<file path="config.mk">
export PLATFORM = sky130hd
export DESIGN_NAME = branch_predict_ctrl_flat
export DESIGN_NICKNAME = d
export VERILOG_FILES = /design/src/rtl/branch_predict_ctrl_if.sv /design/src/rtl/branch_predict_ctrl.sv /design/src/flat_wrapper.sv
export SDC_FILE = /design/constraint.sdc
export NUM_CORES = 1
export LEC_CHECK = 0
export ABC_AREA = 1
export CAP_MARGIN = 40
export CORE_MARGIN = 1.5
export CORE_UTILIZATION = 50
export CTS_CLUSTER_SIZE = 10
export DETAILED_ROUTE_END_ITERATION = 10
export GPL_ROUTABILITY_DRIVEN = 0
export PLACE_DENSITY = 0.73
export SYNTH_ARGS = -nofsm -noshare
export SYNTH_HDL_FRONTEND = slang
export SYNTH_SLANG_ARGS = --single-unit
</file>
<file path="constraint.sdc">
create_clock -name clk -period 12.93 [get_ports clk]
set_input_delay 1.293 -clock clk [delete_from_list [all_inputs] [get_ports clk]]
set_output_delay 1.293 -clock clk [all_outputs]
set_load 0.01 [all_outputs]
</file>
<file path="src/rtl/branch_predict_ctrl_if.sv">
// Pipeline-side bundle for the branch-prediction controller: fetch lookup,
// F/D/E pipeline control, Execute resolution, and prediction/redirect results.
interface branch_predict_ctrl_if;
    logic [31:0] PCF;
    logic [6:0]  OpcodeF;
    logic        StallD;
    logic        FlushD;
    logic        FlushE;
    logic        Eval_branch;
    logic        PCSrcE;
    logic        Prediction_Correct;
    logic        Predict_branchF;
    logic        Predict_branchE;
    logic        MispredictE;
    logic [31:0] BranchCount;
    logic [31:0] MispredCount;

    // Core pipeline / hazard unit side
    modport master (
        output PCF, OpcodeF, StallD, FlushD, FlushE,
               Eval_branch, PCSrcE, Prediction_Correct,
        input  Predict_branchF, Predict_branchE, MispredictE,
               BranchCount, MispredCount
    );

    // Predictor side
    modport slave (
        input  PCF, OpcodeF, StallD, FlushD, FlushE,
               Eval_branch, PCSrcE, Prediction_Correct,
        output Predict_branchF, Predict_branchE, MispredictE,
               BranchCount, MispredCount
    );
endinterface

</file>
<file path="src/rtl/branch_predict_ctrl.sv">
// 2-bit saturating-counter branch predictor for the 5-stage core, trained in Execute.
// Optional resolved-branch / misprediction statistics are enabled with BPRED_STATS_EN.
module branch_predict_ctrl #(
    parameter int         INDEX_BITS = 6,
    parameter logic [1:0] INIT_STATE = 2'b01
) (
    input logic                  clk,
    input logic                  rst,
    branch_predict_ctrl_if.slave bus
);

    localparam int         ENTRIES    = 1 << INDEX_BITS;
    localparam logic [6:0] OPC_BRANCH = 7'b1100011;

    typedef enum logic [1:0] {
        SNT = 2'b00,
        WNT = 2'b01,
        WT  = 2'b10,
        ST  = 2'b11
    } ctr_e;

    typedef struct packed {
        logic                  valid;
        logic                  pred;
        logic [INDEX_BITS-1:0] idx;
    } stage_t;

    function automatic ctr_e train(input ctr_e c, input logic taken);
        ctr_e n = c;
        if (taken && c != ST)
            n = ctr_e'(c + 2'd1);
        else if (!taken && c != SNT)
            n = ctr_e'(c - 2'd1);
        return n;
    endfunction

    ctr_e                  ctr_table [ENTRIES];
    stage_t                d_q;
    stage_t                e_q;
    logic [INDEX_BITS-1:0] idx_f;
    logic                  is_branch_f;
    logic                  pred_f;
    logic                  update;
    logic                  unused_pc;

    // Fetch lookup reads the registered table, so a same-cycle update is not visible yet.
    assign idx_f       = bus.PCF[INDEX_BITS+1:2];
    assign is_branch_f = (bus.OpcodeF == OPC_BRANCH);
    assign pred_f      = is_branch_f & ctr_table[idx_f][1];
    assign unused_pc   = ^{bus.PCF[31:INDEX_BITS+2], bus.PCF[1:0]};

    assign update      = bus.Eval_branch & e_q.valid;

    assign bus.Predict_branchF = pred_f;
    assign bus.Predict_branchE = e_q.pred & e_q.valid;
    assign bus.MispredictE     = update & ~bus.Prediction_Correct;

    // NOTE: every entry is reset here, so this array is built from flops rather than
    // a RAM macro; a RAM cannot be cleared in one asynchronous reset.
    always_ff @(posedge clk or posedge rst) begin
        if (rst) begin
            for (int i = 0; i < ENTRIES; i++)
                ctr_table[i] <= ctr_e'(INIT_STATE);
        end else if (update) begin
            ctr_table[e_q.idx] <= train(ctr_table[e_q.idx], bus.PCSrcE);
        end
    end

    // NOTE: sequential state uses non-blocking assignments so the D->E copy sees the
    // old D value, exactly like the pipeline registers it shadows.
    always_ff @(posedge clk or posedge rst) begin
        if (rst) begin
            d_q <= '0;
            e_q <= '0;
        end else begin
            if (bus.FlushD)
                d_q <= '0;
            else if (!bus.StallD)
                d_q <= '{valid: is_branch_f, pred: pred_f, idx: idx_f};

            e_q <= bus.FlushE ? '0 : d_q;
        end
    end

`ifdef BPRED_STATS_EN
    logic [31:0] branch_count;
    logic [31:0] mispred_count;

    always_ff @(posedge clk or posedge rst) begin
        if (rst) begin
            branch_count  <= '0;
            mispred_count <= '0;
        end else begin
            if (update && branch_count != '1)
                branch_count <= branch_count + 32'd1;
            if (bus.MispredictE && mispred_count != '1)
                mispred_count <= mispred_count + 32'd1;
        end
    end

    assign bus.BranchCount  = branch_count;
    assign bus.MispredCount = mispred_count;
`else
    assign bus.BranchCount  = 32'h0;
    assign bus.MispredCount = 32'h0;
`endif

endmodule

</file>
<file path="src/flat_wrapper.sv">
// flat-port wrapper written by rule: the top's interface ports become plain ports
module branch_predict_ctrl_flat 
#(
    parameter int         INDEX_BITS = 6,
    parameter logic [1:0] INIT_STATE = 2'b01
)
  (clk, rst, bus_PCF, bus_OpcodeF, bus_StallD, bus_FlushD, bus_FlushE, bus_Eval_branch, bus_PCSrcE, bus_Prediction_Correct, bus_Predict_branchF, bus_Predict_branchE, bus_MispredictE, bus_BranchCount, bus_MispredCount);
  branch_predict_ctrl_if bus_i ();
  input logic clk;
  input logic rst;
  input wire logic [$bits(bus_i.PCF)-1:0] bus_PCF;
  input wire logic [$bits(bus_i.OpcodeF)-1:0] bus_OpcodeF;
  input wire logic [$bits(bus_i.StallD)-1:0] bus_StallD;
  input wire logic [$bits(bus_i.FlushD)-1:0] bus_FlushD;
  input wire logic [$bits(bus_i.FlushE)-1:0] bus_FlushE;
  input wire logic [$bits(bus_i.Eval_branch)-1:0] bus_Eval_branch;
  input wire logic [$bits(bus_i.PCSrcE)-1:0] bus_PCSrcE;
  input wire logic [$bits(bus_i.Prediction_Correct)-1:0] bus_Prediction_Correct;
  output wire logic [$bits(bus_i.Predict_branchF)-1:0] bus_Predict_branchF;
  output wire logic [$bits(bus_i.Predict_branchE)-1:0] bus_Predict_branchE;
  output wire logic [$bits(bus_i.MispredictE)-1:0] bus_MispredictE;
  output wire logic [$bits(bus_i.BranchCount)-1:0] bus_BranchCount;
  output wire logic [$bits(bus_i.MispredCount)-1:0] bus_MispredCount;
  assign bus_i.PCF = bus_PCF;
  assign bus_i.OpcodeF = bus_OpcodeF;
  assign bus_i.StallD = bus_StallD;
  assign bus_i.FlushD = bus_FlushD;
  assign bus_i.FlushE = bus_FlushE;
  assign bus_i.Eval_branch = bus_Eval_branch;
  assign bus_i.PCSrcE = bus_PCSrcE;
  assign bus_i.Prediction_Correct = bus_Prediction_Correct;
  assign bus_Predict_branchF = bus_i.Predict_branchF;
  assign bus_Predict_branchE = bus_i.Predict_branchE;
  assign bus_MispredictE = bus_i.MispredictE;
  assign bus_BranchCount = bus_i.BranchCount;
  assign bus_MispredCount = bus_i.MispredCount;
  branch_predict_ctrl #(.INDEX_BITS(INDEX_BITS), .INIT_STATE(INIT_STATE)) u_core (.clk(clk), .rst(rst), .bus(bus_i));
endmodule
</file>
==> flow_summary.yaml, run 1 <==
yosys:
  ys.flop_type: "dfrtp_1"
  yosysTopAreaCell: "nand2_1"
  synth_seq_area_share: 0.407
  synth.distinct_cells: 31
  synth.area.top_cells: "nand2_1 (22%), dfrtp_1 (22%), dfstp_2 (19%)"
  synth_seq_cells: 144
  syn_area_per_cell_um2: 6.71
  synth_common_cells: "nand2_1 (540), nand3_1 (156), inv_1 (140), nor2_1 (94), dfrtp_1 (80)"
  synth_edf_count: 0
  synthArstFlopShare: 1.00
  yosysTopAreaCellShare: 0.224
  ys_warn_count: 0
  yosysMostFrequentCell: "nand2_1"
  syn_area_mm2: 0.00904
  synthCells: 1348
place:
  placed_cells: 1544
  hpwl_mm: 15.6
  port_buffers: 23
global_route:
  grt-ovfl-total: 0
  antenna_found_initial: 0
  grt_pass1_vias: 7976
  grt_max_degree: 78
  grt_use_total: 0.293
  grt_pass1_wl_mm: 41.8
power:
  ir_drop_v: 0.0000985
  netSwitchingPower_uw: 269
  swShare: 0.255
  p_per_area_mw_per_mm2: 109
  clkPwrFrac: 0.481
  comb_power_share: 0.085
  seqPwrFrac: 0.434
  p_leak_uw: 0.00467
  p_int_uw: 786
die:
  initial_core_util: 0.517
  die_w_um: 137
  row_count: 48
  ioPinCount: 114
  die_y_um: 137
  dieArea_mm2: 0.0189
  core_mm2: 0.0175
route:
  post_drt_wl_per_cell_um: 16.7
  drc_errors: 0
  drt-total-wl_mm: 26.4
  via_count: 8532
  dr.pass1.iters: 6
  drt_iter0_markers: 925
  postRouteAntennaNets: 0
  viasPerCell: 5.41
timing:
  period_needed_ns: 5.42
  setup-violations-final: 0
  drv_slew: 0
  hold_viol_final: 0
  worst_slew_pin_slew_ns: 0.916
  skew_ns: 0.00901
  max_freq_mhz: 184
  final.period_utilization: 0.419
  hold_ws_ns: 0.465
  setup-tns-final_ns: 0
  slew-limit-headroom: 0.390
  rsz0062_at_grt: "no"
outcome:
  status: "finished, final reports clean"
cts:
  holdBufCountCts: 0
  cts-resized-gates: 0
  clock_latency_ns: 0.43
  clockRootBuffer: "clkbuf_16"
  cts_buffers: 17
  cts_tree: "done"
  path_clk_slew_ns: 0.06
  cts_max_level: 4
  postCtsSetupBuffers: 0
  cts_buffer_depth: 2
  cts_sinks: 144
final_layout:
  final_nets: 1387
  synthToLayoutAreaGrowth_pct: 7.19
  drive_above_1_share: 0.0859
  finalNonFillerCells: 1576
  diodes: 0
critical_path:
  path_max_fanout: 35
  cp-start-kind: "input pin"
  required_ns: 11.64
  end_kind: "primary output"
  cp.arrival_ns: 4.13
  crit_type: "input pin to primary output"
worst_hold_path:
  hold_class: "register to register"
job:
  drv_cap: 0
[worst paths after layout]
path,from,to,slack (ns),depth (start not counted)
hold / removal,u_core.ctr_table[122],u_core.ctr_table[122],0.47,2
setup / recovery,bus_PCF[2],bus_Predict_branchF,7.51,12
min in group asynchronous,rst,u_core.ctr_table[37],1.34,2
hold reg to reg,u_core.ctr_table[122],u_core.ctr_table[122],0.47,2
max in group asynchronous,rst,u_core.ctr_table[108],10.48,4
setup reg to reg,u_core.e_q[2],u_core.ctr_table[11],8.45,15
[state kept, by name, indices dropped and copies added, names as in the netlist]
| signal | cells |
|---|---|
| u_core.e_q | 8 |
| u_core.ctr_table | 128 |
| u_core.d_q | 8 |
[logic make-up (layout without fill, tap and decap cells)]
group           Yosys count  in the layout  synth area share
fa+ha+maj                 2              2           0.00277
buf+inv                 268            208             0.153
flops                   144            144             0.407
simple gates            841            841             0.382
other cells               1             64          0.000415
compound gates           92             92            0.0551
[cell usage in the layout (no fill, tap or decap), types with 15 or more instances in the layout]
cell type / n
a21oi_1: 31
clkbuf_16: 17
clkdlybuf4s50_1: 23
conb_1: 64
dfrtp_1: 79
dfstp_2: 64
inv_1: 139
nand2_1: 539
nand3_1: 156
nor2_1: 94
nor3_1: 36
o21ai_0: 25
o21ai_1: 15
[worst max-delay path, cell delays in order]
cell and delay [ns]:
clkdlybuf4s50_1 0.45, buf_4 0.36, inv_1 0.37, buf_8 0.26
o211ai_1 0.16, nand3_1 0.09, nand2_1 0.13, nand2_1 0.06
nand3_1 0.09, nand3_1 0.12, a21oi_1 0.15, clkdlybuf4s50_1 0.55
[power by group through the flow]
stage | clock, uW | sequential, uW | combinational [uW]
finish | 507 | 458 | 89.2
global route | 530 | 458 | 97.8
CTS | 512 | 457 | 87.7
detailed placement | 0 | 465 | 87.6
global placement | 0 | 465 | 84.1
floorplan | 0 | 463 | 74.5
[layer usage]
metal	track usage	up-vias	wire length, um
met5	0	-	0
met4	0.117	0	616
met3	0.0636	51	2650
met2	0.471	416	12200
met1	0.386	4020	10900
li1	-	4045	-
[through the flow]
step / setup WS [ns] / instance area [um2] / utilization / total power [uW]
global placement: 7.45 / 9010 / 0.516 / 549
detailed placement: 7.56 / 9100 / 0.520 / 552
global route: 7.35 / 9690 / 0.555 / 1080
CTS: 7.55 / 9690 / 0.555 / 1060
floorplan: 7.88 / 9280 / - / 538
finish: 7.51 / 9690 / 0.555 / 1050
[final cells by class]
class / count / area, um2
Clock buffer: 21 / 460
Clock inverter: 11 / 138
Fill cell: 1693 / 7780
Inverter: 143 / 542
Multi-Input combinational cell: 999 / 4230
Sequential cell: 144 / 3680
Tap cell: 225 / 282
Timing Repair Buffer: 33 / 358
No activity file was read; power rests on OpenSTA's default activity.
==> inputs of run 2 (changes only) <==
Settings changed: PLACE_DENSITY 0.73 to 0.76.
Clock period 12.93 ns to 4.78 ns, I/O delays scaled along.
==> run 2 against run 1 <==
Net effect: highest routed layer unchanged; clock power increased to 2.8 times the previous value; via count grew 0.87%; utilization grew 0.28 points; global-route usage decreased by 0.76 points; sequential share of layout area decreased by 0.19 points; non-clock buffer count grew 7; wire length down 1.3%; critical path depth down 2; critical path type unchanged; power rose to 2.7 times the previous value; die area unchanged; largest cell class unchanged.
==> flow_summary.yaml, run 2 (synthesis results as in run 1) <==
outcome:
  status: "finished, final reports clean"
cts:
  cts_buffers: 17
  cts_max_level: 4
  cts_buffer_depth: 2
  clock_latency_ns: 0.43
  cts_tree: "done"
  path_clk_slew_ns: 0.06
  holdBufCountCts: 0
  cts_sinks: 144
  postCtsSetupBuffers: 0
  cts-resized-gates: 0
  clockRootBuffer: "clkbuf_16"
power:
  p_leak_uw: 0.00471
  p_per_area_mw_per_mm2: 297
  p_total_uw: 2890
  ir_drop_v: 0.000298
critical_path:
  path_max_fanout: 14
  crit_family: "buffers and inverters"
  cp.arrival_ns: 3.24
  cp_slowest_cell: "clkdlybuf4s50_1"
  path_cells: "clkdlybuf4s50_1 -> inv_1 -> nand3_1 -> nand3_1 -> nand2_1 -> a21oi_1 -> o21ai_0 -> nand3_1 -> a21oi_1 -> clkdlybuf4s50_1"
  cp-start-kind: "input pin"
  crit_type: "input pin to primary output"
  critPathBufInv: 3
  critPathMaxStageDelay_ns: 0.90
  critical_path.most_common_cell: "nand3_1"
  end_kind: "primary output"
  required_ns: 4.30
timing:
  rsz0062_at_grt: "no"
  skew_ns: 0.00769
  period_needed_ns: 3.72
  setup-violations-final: 0
  worst_slew_pin_slew_ns: 0.905
  slew-limit-headroom: 0.397
  drv_slew: 0
  final.period_utilization: 0.778
  max_freq_mhz: 269
  setup-tns-final_ns: 0
  hold_viol_final: 0
route:
  post_drt_wl_per_cell_um: 16.4
  postRouteAntennaNets: 0
  via_count: 8606
  dr_wl_met2_mm: 11.7
  dr.pass1.iters: 6
  viasPerCell: 5.44
  dr_wl_met3_mm: 2.65
  drt-total-wl_mm: 26.0
  maxUsedRoutingLayer: "met4"
  drt_iter0_markers: 931
  drt-met1-wl_mm: 10.5
  drc_errors: 0
die:
  ioPinCount: 114
  dieArea_mm2: 0.0189
  row_count: 48
  initial_core_util: 0.517
  die_y_um: 137
  core_mm2: 0.0175
  die_w_um: 137
global_route:
  antenna_found_initial: 0
  grt_pass1_wl_mm: 41.1
  grt_use_total: 0.286
  grt-ovfl-total: 0
  grt_pass1_vias: 8038
  grt_max_degree: 78
job:
  drv_cap: 0
final_layout:
  layout_commonest_cell: "nand2_1"
  drive_above_1_share: 0.0913
  diodes: 0
  largest_reg_flops: 128
  final_nets: 1394
  n_fill_cell: 1661
  fin_util: 0.557
  largest_register: "u_core.ctr_table"
  synthToLayoutAreaGrowth_pct: 7.73
  layout.cells.most_common_list: "nand2_1 (539), nand3_1 (156), inv_1 (139), nor2_1 (94), dfrtp_1 (79)"
  reg_top3: "u_core.ctr_table: 128 flops, u_core.d_q: 8 flops, u_core.e_q: 8 flops"
place:
  hpwl_mm: 15.9
  port_buffers: 23
worst_hold_path:
  hold_class: "input pin to async pin"
-- run 2: layout make-up --
type,instances,area [um2],area share
clock buffer,23,498,0.0511
clock inverter,9,129,0.0132
inverter,143,542,0.0556
multi-input combinational,999,4220,0.433
sequential,144,3680,0.378
tap,225,282,0.0289
timing repair buffer,40,390,0.0401
-- run 2: metal layers --
layer	global-route usage	up-vias
met5	0	-
met4	0.153	0
met3	0.0699	83
met2	0.453	477
met1	0.359	3986
li1	-	4060
-- run 2: path summary, 6_finish.rpt --
kind | from | to | slack [ns] | cells after the start
max in group asynchronous | rst | u_core.ctr_table[112] | 3.30 | 4
min in group clk | u_core.ctr_table[14] | u_core.ctr_table[14] | 0.46 | 2
setup reg to reg | u_core.e_q[2] | u_core.ctr_table[45] | 1.13 | 14
hold reg to reg | u_core.ctr_table[14] | u_core.ctr_table[14] | 0.46 | 2
hold / removal | rst | u_core.ctr_table[35] | 0.43 | 2
setup / recovery | bus_PCF[3] | bus_Predict_branchF | 1.06 | 10
-- run 2: report_power, final --
group / leakage (uW) / switching [uW] / internal (uW)
Sequential: 0.00177 / 6.91 / 1230
Clock: 0.000306 / 520 / 889
Combinational: 0.00263 / 189 / 53.6
-- run 2: metrics by stage --
step                      hold slack, ns  setup slack (ns)  instances  instance area [um2]
final                              0.427              1.06       1583                 9740
after global routing               0.457             0.930       1583                 9740
after CTS                          0.430              1.07       1583                 9740
after detailed placement           0.455              1.16       1551                 9120
after global placement             0.453              1.18       1550                 9090
after floorplan                    0.445             0.542       1411                 9280
